<file path="src/rtl/div_unit.sv">
// div_unit: iterative 32-bit signed/unsigned restoring divider for DIV/DIVU
// in the EX stage. It holds the pipeline via stall_o while it iterates and
// writes {remainder, quotient} toward HI/LO.
//
// Ports:
//   clk       in   clock
//   rst       in   asynchronous active-high reset
//   start_i   in   DIV/DIVU present in E (held while it sits there)
//   signed_i  in   1 = DIV, 0 = DIVU
//   opa_i     in   dividend (rs), sampled at accept
//   opb_i     in   divisor (rt), sampled at accept
//   annul_i   in   flush/exception cancel, aborts any operation
//   stall_o   out  stall request to the hazard unit (combinational)
//   ready_o   out  one-cycle pulse, result_o valid
//   result_o  out  {remainder -> HI, quotient -> LO}
//   dz_o      out  divide-by-zero flag, pulsed with ready_o
//
// Build option: define DIV_ZERO_FAST_EN to finish a zero-divisor divide in
// one cycle with {dividend, 32'hFFFFFFFF} and a dz_o pulse. Without it a zero
// divisor runs the full iteration and dz_o is tied low.

module div_unit #(
    parameter int unsigned ITER = 32
) (
    input  logic        clk,
    input  logic        rst,
    input  logic        start_i,
    input  logic        signed_i,
    input  logic [31:0] opa_i,
    input  logic [31:0] opb_i,
    input  logic        annul_i,
    output logic        stall_o,
    output logic        ready_o,
    output logic [63:0] result_o,
    output logic        dz_o
);

    localparam int unsigned W  = 32;
    localparam int unsigned CW = 6;

    typedef enum logic [1:0] {
        S_IDLE,
        S_BUSY,
        S_DONE
    } state_t;

    state_t         r_state;
    state_t         w_next;

    logic [W-1:0]   r_rem;
    logic [W-1:0]   r_quo;
    logic [W-1:0]   r_div;
    logic [CW-1:0]  r_cnt;
    logic           r_qneg;
    logic           r_rneg;
    logic           r_ready;
    logic [2*W-1:0] r_result;

    logic           w_accept;
    logic           w_last;
    logic [W-1:0]   w_abs_a;
    logic [W-1:0]   w_abs_b;
    logic [W:0]     w_shift;
    logic           w_ge;
    logic [W-1:0]   w_rem_step;
    logic [W-1:0]   w_quo_step;
    logic [W-1:0]   w_rem_fix;
    logic [W-1:0]   w_quo_fix;

    // Operand magnitudes; -0x80000000 wraps to 0x80000000, which is the
    // correct unsigned magnitude.
    assign w_abs_a = (signed_i && opa_i[W-1]) ? (~opa_i + W'(1)) : opa_i;
    assign w_abs_b = (signed_i && opb_i[W-1]) ? (~opb_i + W'(1)) : opb_i;

    assign w_accept = (r_state == S_IDLE) && start_i && !annul_i;
    assign w_last   = (r_cnt == CW'(ITER - 1));

    // One restoring step on the 33-bit shifted partial remainder.
    assign w_shift    = {r_rem, r_quo[W-1]};
    assign w_ge       = (w_shift >= {1'b0, r_div});
    assign w_rem_step = w_ge ? W'(w_shift - {1'b0, r_div}) : w_shift[W-1:0];
    assign w_quo_step = {r_quo[W-2:0], w_ge};

    // Sign fix applied to the final step as it is registered into result_o.
    assign w_quo_fix = r_qneg ? (~w_quo_step + W'(1)) : w_quo_step;
    assign w_rem_fix = r_rneg ? (~w_rem_step + W'(1)) : w_rem_step;

    // Stall is combinational so the accept cycle itself holds the pipeline.
    assign stall_o = !rst && !annul_i &&
                     (((r_state == S_IDLE) && start_i) || (r_state == S_BUSY));

    // State register
    always_ff @(posedge clk or posedge rst) begin
        if (rst) begin
            r_state <= S_IDLE;
        end else begin
            r_state <= w_next;
        end
    end

    // Next-state logic
    always_comb begin
        w_next = r_state;
        if (annul_i) begin
            w_next = S_IDLE;
        end else begin
            case (r_state)
                S_IDLE: begin
                    if (start_i) begin
`ifdef DIV_ZERO_FAST_EN
                        w_next = (opb_i == '0) ? S_DONE : S_BUSY;
`else
                        w_next = S_BUSY;
`endif
                    end
                end
                S_BUSY: begin
                    if (w_last) begin
                        w_next = S_DONE;
                    end
                end
                S_DONE:  w_next = S_IDLE;
                default: w_next = S_IDLE;
            endcase
        end
    end

    // Datapath and registered outputs; result is captured on entry to DONE
    // so ready_o/result_o are visible during the DONE cycle.
    always_ff @(posedge clk or posedge rst) begin
        if (rst) begin
            r_rem    <= '0;
            r_quo    <= '0;
            r_div    <= '0;
            r_cnt    <= '0;
            r_qneg   <= 1'b0;
            r_rneg   <= 1'b0;
            r_ready  <= 1'b0;
            r_result <= '0;
        end else begin
            r_ready <= 1'b0;
            if (w_accept) begin
                r_rem  <= '0;
                r_quo  <= w_abs_a;
                r_div  <= w_abs_b;
                r_cnt  <= '0;
                r_qneg <= signed_i & (opa_i[W-1] ^ opb_i[W-1]);
                r_rneg <= signed_i & opa_i[W-1];
            end else if (r_state == S_BUSY) begin
                r_rem <= w_rem_step;
                r_quo <= w_quo_step;
                r_cnt <= r_cnt + CW'(1);
            end
            if (w_next == S_DONE) begin
                r_ready <= 1'b1;
                if (r_state == S_IDLE) begin
                    r_result <= {opa_i, {W{1'b1}}};
                end else begin
                    r_result <= {w_rem_fix, w_quo_fix};
                end
            end
        end
    end

`ifdef DIV_ZERO_FAST_EN
    logic r_dz;

    // Zero-divisor fast path: the only way to reach DONE straight from IDLE.
    always_ff @(posedge clk or posedge rst) begin
        if (rst) begin
            r_dz <= 1'b0;
        end else begin
            r_dz <= (r_state == S_IDLE) && (w_next == S_DONE);
        end
    end

    assign dz_o = r_dz;
`else
    assign dz_o = 1'b0;
`endif

    assign ready_o  = r_ready;
    assign result_o = r_result;

endmodule

</file>
<file path="config.mk">
export PLATFORM = sky130hd
export DESIGN_NAME = div_unit
export DESIGN_NICKNAME = d
export VERILOG_FILES = /design/src/rtl/div_unit.sv
export SDC_FILE = /design/constraint.sdc
export NUM_CORES = 1
export LEC_CHECK = 0
export ABC_AREA = 1
export BUFFER_PORTS_ARGS = -buffer_cell sky130_fd_sc_hd__buf_2
export CELL_PAD_IN_SITES_DETAIL_PLACEMENT = 1
export CELL_PAD_IN_SITES_GLOBAL_PLACEMENT = 1
export CORE_MARGIN = 1.5
export CORE_UTILIZATION = 40
export CTS_BUF_LIST = sky130_fd_sc_hd__clkbuf_16
export DETAILED_ROUTE_END_ITERATION = 10
export GPL_TIMING_DRIVEN = 0
export PLACE_DENSITY = 0.88
export SYNTH_ARGS = -nofsm -noshare
export SYNTH_HDL_FRONTEND = slang
export SYNTH_SLANG_ARGS = --single-unit
</file>
<file path="constraint.sdc">
create_clock -name clk -period 12.8 [get_ports clk]
set_input_delay 2.56 -clock clk [delete_from_list [all_inputs] [get_ports clk]]
set_output_delay 2.56 -clock clk [all_outputs]
set_load 0.005 [all_outputs]
</file>
==> metrics.cfg, run 1 <==
[run_status]
status=complete, no violations

[place]
gp_congestion=0.9366
pre_cts_ws_ps=5865
post-dp-hpwl_um=40140
port_buffers=134
place_area_um2=14310

[timing]
setup_viol=0
rsz0062_at_grt=no
fin_skew_ps=12.91
fin_setup_tns_ps=0
final_hold_viol_count=0
finalCriticalPeriod_ps=6968
worst_slew_pin_slew_ps=881.4
post-route-period-util=0.5444
worst_slack_ps=5832
finalMaxSlewViolations=0
clock.fmax_ghz=0.1435
slew_headroom=0.4102

[synthesis]
yosysSeqAreaShare=0.3276
synth_area_um2=13060
ys.flop_type=dfrtp_1
synthCells=1995
synth-edff-count=0
synth_seq_cells=171
synthesis.nets=2102
synth_area_per_cell_um2=6.548
ys_async_sr_fraction=1.000
yosysUniqueCellTypes=50
yosysWarnings=0

[route]
routedWlPerCell_um=19.36
avgViaCountPerCell=5.424
first_iter_violations=783
ant_nets=0
drc_errors=0
firstDrtPassIters=5
wl_um=50270
vias=14090

[setup_path]
critPathTopFamily=buffers and inverters
slowest_delay_ps=490
endpoint_kind=primary output
slowest_stage=buf_1
cp-start-kind=input pin
crit_arrival_ps=4410
crit_required_ps=10240
crit_fanout=10
path_cells=buf_2 > inv_1 > nand3_1 > inv_1 > clkbuf_1 > buf_1 > nor2_1 > nor2_1 > buf_2
path_class=input pin to primary output
path_buf_inv=6

[floorplanning]
num_rows=65
start_util=0.4097
ios=136
fp.coreArea_um2=31880
die_area_um2=33750
die_w_um=183.7
die_height_um=183.7

[clock_tree]
clock_sinks=171
path_clk_slew_ps=60
clock_latency_ps=450
cts_root_buf=clkbuf_16
cts_resized=0
hold_buffers=0
htree_levels=4
numCtsBuffers=17
tritoncts=done
cts_buffer_depth=2
post-cts-setup-buffers=0

[power]
powerDensity_nw_per_um2=234.2
vdd_drop_max_v=0.0001351
p_leak_uw=0.007820

[layout]
diodes=0
layout-drive-gt1-share=0.1369
synthToLayoutAreaGrowth_pct=13.91
design_area_um2=14880
final_nets=2256

[global_route]
met2_usage=0.5400
grt_pass1_wl_um=79570
use_met1=0.3713
global_route.peak_usage_layer=met2
gr-total-overflow=0
grt_start_max_net_pins=130
grt_pass1_vias=14550
use_met3=0.03764
antenna_found_initial=1
track_usage=0.3063

[run]
cap_violations=0

[hold_path]
min_path_type=flip-flop to flip-flop

[final timing paths]
check	from	endpoint	slack (ps)	cells past startpoint
setup / recovery	annul_i	stall_o	5830	9
hold / removal	result_o[60]	result_o[60]	480	2
setup reg to reg	r_rem[15]	result_o[28]	8090	25
hold reg to reg	result_o[60]	result_o[60]	480	2
max in group asynchronous	rst	r_rem[22]	9720	3
min in group asynchronous	rst	r_quo[31]	2100	2
[cell usage in the layout, fill, tap and decap left out, types with 6 or more instances in the layout]
master     netlist  layout
nand3_1        130     130
a31oi_1         11      11
dfrtp_1        171     171
nand3_2          6       6
inv_2           18      18
xor2_1          43      43
inv_1          292     291
nand2_1        630     630
nor2_2          20      20
nand4_1         16      16
buf_1            6       6
a21oi_1         63      63
nand2_4         10      10
clkbuf_1        41      41
nand2_2         34      34
clkbuf_16        0      17
o221ai_1        29      29
ha_1            37      37
nand3b_1        10      10
nor2_4           7       7
o22ai_1         21      21
nor2_1         179     179
nor3_1          17      17
buf_2            8     142
o21ai_0        105     105
o21ai_1         23      23
xnor2_1         12      12
[Yosys cell counts (3+ instances only)]
library cell / n / area (um2)
nand4_1: 16 / 100.1
or2_2: 4 / 25.02
inv_1: 292 / 1096
xor2_1: 43 / 376.6
clkinv_1: 4 / 15.01
buf_1: 6 / 22.52
clkbuf_1: 41 / 153.9
nand3_2: 6 / 60.06
nor3_2: 4 / 40.04
o31ai_1: 3 / 22.52
a21oi_1: 63 / 315.3
nand2_4: 10 / 112.6
nor2_2: 20 / 125.1
o22ai_1: 21 / 131.4
nor4_1: 5 / 31.28
nand2_1: 630 / 2365
nand2_2: 34 / 212.7
nand3_4: 3 / 52.55
o221ai_1: 29 / 254.0
xnor2_1: 12 / 105.1
a31oi_1: 11 / 68.82
o21bai_1: 3 / 22.52
nor3_1: 17 / 85.08
nor2_1: 179 / 671.9
o21ai_0: 105 / 525.5
o211ai_1: 5 / 37.54
nand3b_1: 10 / 75.07
ha_1: 37 / 462.9
o21ai_2: 3 / 26.28
o21ai_1: 23 / 115.1
dfrtp_1: 171 / 4279
nor2_4: 7 / 78.83
a21oi_2: 3 / 26.28
inv_2: 18 / 67.56
buf_2: 8 / 40.04
nand3_1: 130 / 650.6
[layout make-up]
class	instances	area, um2
multi-input combinational	1449	7321
clock buffer	17	425.4
clock inverter	15	141.4
timing repair buffer	135	698.2
tap	435	544.3
fill	4385	17000
buffer	61	284.0
inverter	314	1186
sequential	171	4279
[metal layers]
metal / vias up / part of all wire
li1: 6629 / -
met1: 6949 / 0.43
met2: 376 / 0.49
met3: 132 / 0.039
met4: 0 / 0.044
met5: - / 0
[logic make-up after synthesis]
kind of cell    after synthesis  synth area share
simple gates               1081            0.3648
xor+xnor                     55           0.03688
flops                       171            0.3276
compound gates              273            0.1207
fa+ha+maj                    38           0.03697
buf+inv                     375            0.1120
mux                           1         0.0007663
other cells                   1         0.0002871
[power by group]
| group | switching, uW | total [uW] | internal, uW |
|---|---|---|---|
| Combinational | 1540 | 2190 | 648 |
| Sequential | 130 | 775 | 645 |
| Clock | 251 | 522 | 271 |
[state kept, by name, indices dropped and copies added (netlist names)]
name	count
r_state	2
result_o	64
r_rem	32
r_cnt	6
r_quo	32
r_div	32
r_rneg	1
ready_o	1
r_qneg	1
[tightest hold or removal path: cells and delay by family, from the launching register on]
family | cells | cell delay, ps
DFF | 1 | 340
and+or+nand+nor | 2 | 100
[through the flow]
stage          utilization  std cells  power (uW)  hold slack [ps]
4_1_cts             0.4667       2597        3462            483.2
2_1_floorplan            -       1995        2261            435.0
3_3_place_gp        0.4478       2564        2816            459.6
6_report            0.4667       2597        3485            475.9
5_1_grt             0.4667       2597        3740            510.2
3_5_place_dp        0.4489       2565        2909            465.1
(Power assumes the default switching activity.)
==> run 2: changes to the inputs <==
Settings changed: ABC_AREA 1 to 0, PLACE_DENSITY 0.88 to 0.85.
Clock period 12.8 ns to 7.1 ns, I/O delays scaled along.
==> run 2 against run 1 <==
- clock skew up 5.5 ps
- register-to-register slack got worse by 7800 ps
- sequential power rose by 79%
- sequential share of layout area rose by 2.2 points
- wire length down 14%
- cell count is 22% lower
- via count is 14% lower
- hold slack better by 1.7 ps
- non-clock buffer count is 23 higher
- area after synthesis down 7.9%
- power grew 67%
- critical path type is now flip-flop to flip-flop
- critical endpoint is now result_o[58]
==> metrics.cfg, run 2 <==
[timing]
rsz0062_at_grt=no
clock.fmax_ghz=0.1475
setup_viol=0
worst_slew_pin_slew_ps=1279
finalCriticalPeriod_ps=6780
fin_skew_ps=18.39
slew_headroom=0.1366
post-route-period-util=0.9549
finalMaxSlewViolations=0
final_hold_viol_count=0
worst_slack_ps=319.9
fin_setup_tns_ps=0

[route]
routedWlPerCell_um=21.48
drc_errors=0
met3_length_um=2099
avgViaCountPerCell=5.990
wl_um=43450
wl_met2_um=21370
met1Wirelength_um=17910
firstDrtPassIters=5
vias=12120
first_iter_violations=810
ant_nets=0
top_layer=met5

[clock_tree]
clock_sinks=171
clock_latency_ps=450
cts_root_buf=clkbuf_16
hold_buffers=0
htree_levels=4
path_clk_slew_ps=80
cts_buffer_depth=2
numCtsBuffers=17
cts_resized=0
post-cts-setup-buffers=0
tritoncts=done

[synthesis]
yosysMostFrequentCell=o21ai_0
synth-edff-count=0
synth_common_cells=o21ai_0 (199), nand2_1 (177), dfrtp_1 (171), a21oi_1 (88), nor2_1 (82)
synth_area_per_cell_um2=8.209
yosysSeqAreaShare=0.3556
synth_area_um2=12030
synthesis.nets=1573
yosysUniqueCellTypes=81
ys.flop_type=dfrtp_1
ys_async_sr_fraction=1.000
synth.area.top_cells=dfrtp_1 (36%), o21ai_0 (8.3%), nand2_1 (5.5%), xor2_1 (5.4%), xnor2_1 (4.5%)
synth_seq_cells=171
yosysWarnings=0
synth_top_area_share=0.3556
synth_largest_area_cell=dfrtp_1
synthCells=1466

[floorplanning]
num_rows=63
die_w_um=176.5
start_util=0.4060
die_area_um2=31130
die_height_um=176.5
fp.coreArea_um2=29640
ios=136

[setup_path]
endpoint_kind=flip-flop
cp.depth=21
crit_fanout=10
path_class=flip-flop to flip-flop
critPathTopFamily=simple AND/OR/NAND/NOR gates
path_buf_inv=4
crit_arrival_ps=7100
r2r-start=r_rem[13]
crit_top_cell=buf_2
slowest_stage=or4b_2
cp-start-kind=flip-flop
path_cells=ha_1 > buf_2 > nand4_1 > nor4_1 > a21boi_1 > o31ai_2 > nand2_1 > buf_2 > buf_1 > buf_2 > nand2_1 > o21ai_0 > ha_1 > nand3_1 > nor3_1 > or4b_2 > o41ai_4 > o2111ai_1 > o31ai_1 > xnor2_1 > o21ai_1
crit_path_start=r_rem[13]
crit_required_ps=7420
reg2reg_depth=21
slowest_delay_ps=670

[power]
powerDensity_nw_per_um2=419.6
p_leak_uw=0.006068
vdd_drop_max_v=0.0002281

[global_route]
track_usage=0.2801
gr-total-overflow=0
antenna_found_initial=1
grt_pass1_wl_um=67940
grt_start_max_net_pins=94
grt_pass1_vias=12540

[layout]
layout-drive-gt1-share=0.1261
final_common_cell=o21ai_0
final_nets=1727
postLayoutCoreUtil=0.4669
design_area_um2=13840
multi_input_area_um2=7188
largest_reg_flops=64
seq_area_um2=4279
layout_common_cells=o21ai_0 (199), nand2_1 (177), dfrtp_1 (171)
diodes=0
fillers=3713
synthToLayoutAreaGrowth_pct=14.98

[place]
gp_congestion=0.9350
pre_cts_ws_ps=572.4
place_area_um2=13230
post-dp-hpwl_um=33520
port_buffers=134

[hold_path]
hold_depth=2
hold_start=result_o[53]
min_path_type=flip-flop to flip-flop

[run]
cap_violations=0

[run_status]
status=complete, no violations

## run 2: cell types whose count changed in the layout (fill, tap and decap cells not counted), moves of 26 or more
cell / change
o21ai_0: +94
xnor2_1: +50
a22oi_1: +35
o221ai_1: -26
inv_1: -233
nand3_1: -73
mux2i_1: +27
nor2_1: -97
nand2_2: -34
nand2_1: -453
o31ai_1: +29
xor2_1: +31
## run 2: cell families (layout without fill, tap and decap cells)
kind of cell,Yosys count,count (layout),synth area share
fa+ha+maj,38,38,0.04013
compound gates,467,467,0.2404
other cells,1,1,0.0003116
xor+xnor,136,136,0.09898
flops,171,171,0.3556
buf+inv,144,311,0.04710
simple gates,478,478,0.1914
mux,31,31,0.02610
## run 2: worst register-to-register path: cells and delay by family, from the launching register on
kind,cells,cell delay [ps]
DFF,1,480
xor gates and xnor gates,1,220
buffers and inverters,4,1560
AOI/OAI and AO/OA,7,1710
and+or+nand+nor,7,2070
adders and majority gates,2,620
## run 2: final cells by class
cell class              instances  area share
inverters                      60     0.01682
plain buffers                  84     0.02469
multi-input cells            1151      0.5195
repair buffers                135     0.05046
clock inverters                15     0.01329
well taps                     390     0.03527
flip-flops and latches        171      0.3093
clock buffers                  17     0.03074
## run 2: metal layers
metal,vias to the layer above,global-route usage
li1,5596,-
met1,6014,0.3344
met2,384,0.4820
met3,121,0.04651
met4,2,0.1497
met5,-,0
## run 2: worst paths after layout
path                                 to  slack (ps)
max                        result_o[58]         320
min                        result_o[53]         480
max reg2reg                result_o[58]         320
min reg2reg                result_o[53]         480
max in group asynchronous      r_rem[6]        5170
min in group asynchronous     r_quo[13]        1050
## run 2: per-stage QoR
stage | hold WS, ps | cells | total power (uW)
final | 477.6 | 2023 | 5806
after global placement | 461.0 | 1990 | 4601
after global routing | 506.0 | 2023 | 6139
after CTS | 482.6 | 2023 | 5748
after detailed placement | 464.7 | 1991 | 4723
after floorplan | 449.8 | 1466 | 3680
## run 2: where the power goes
part	leakage (uW)	total (uW)	switching, uW	internal, uW
combinational	0.00353	3440	2280	1160
clock	0.000296	984	501	483
sequential	0.00225	1390	242	1140
total	0.00607	5810	3020	2790
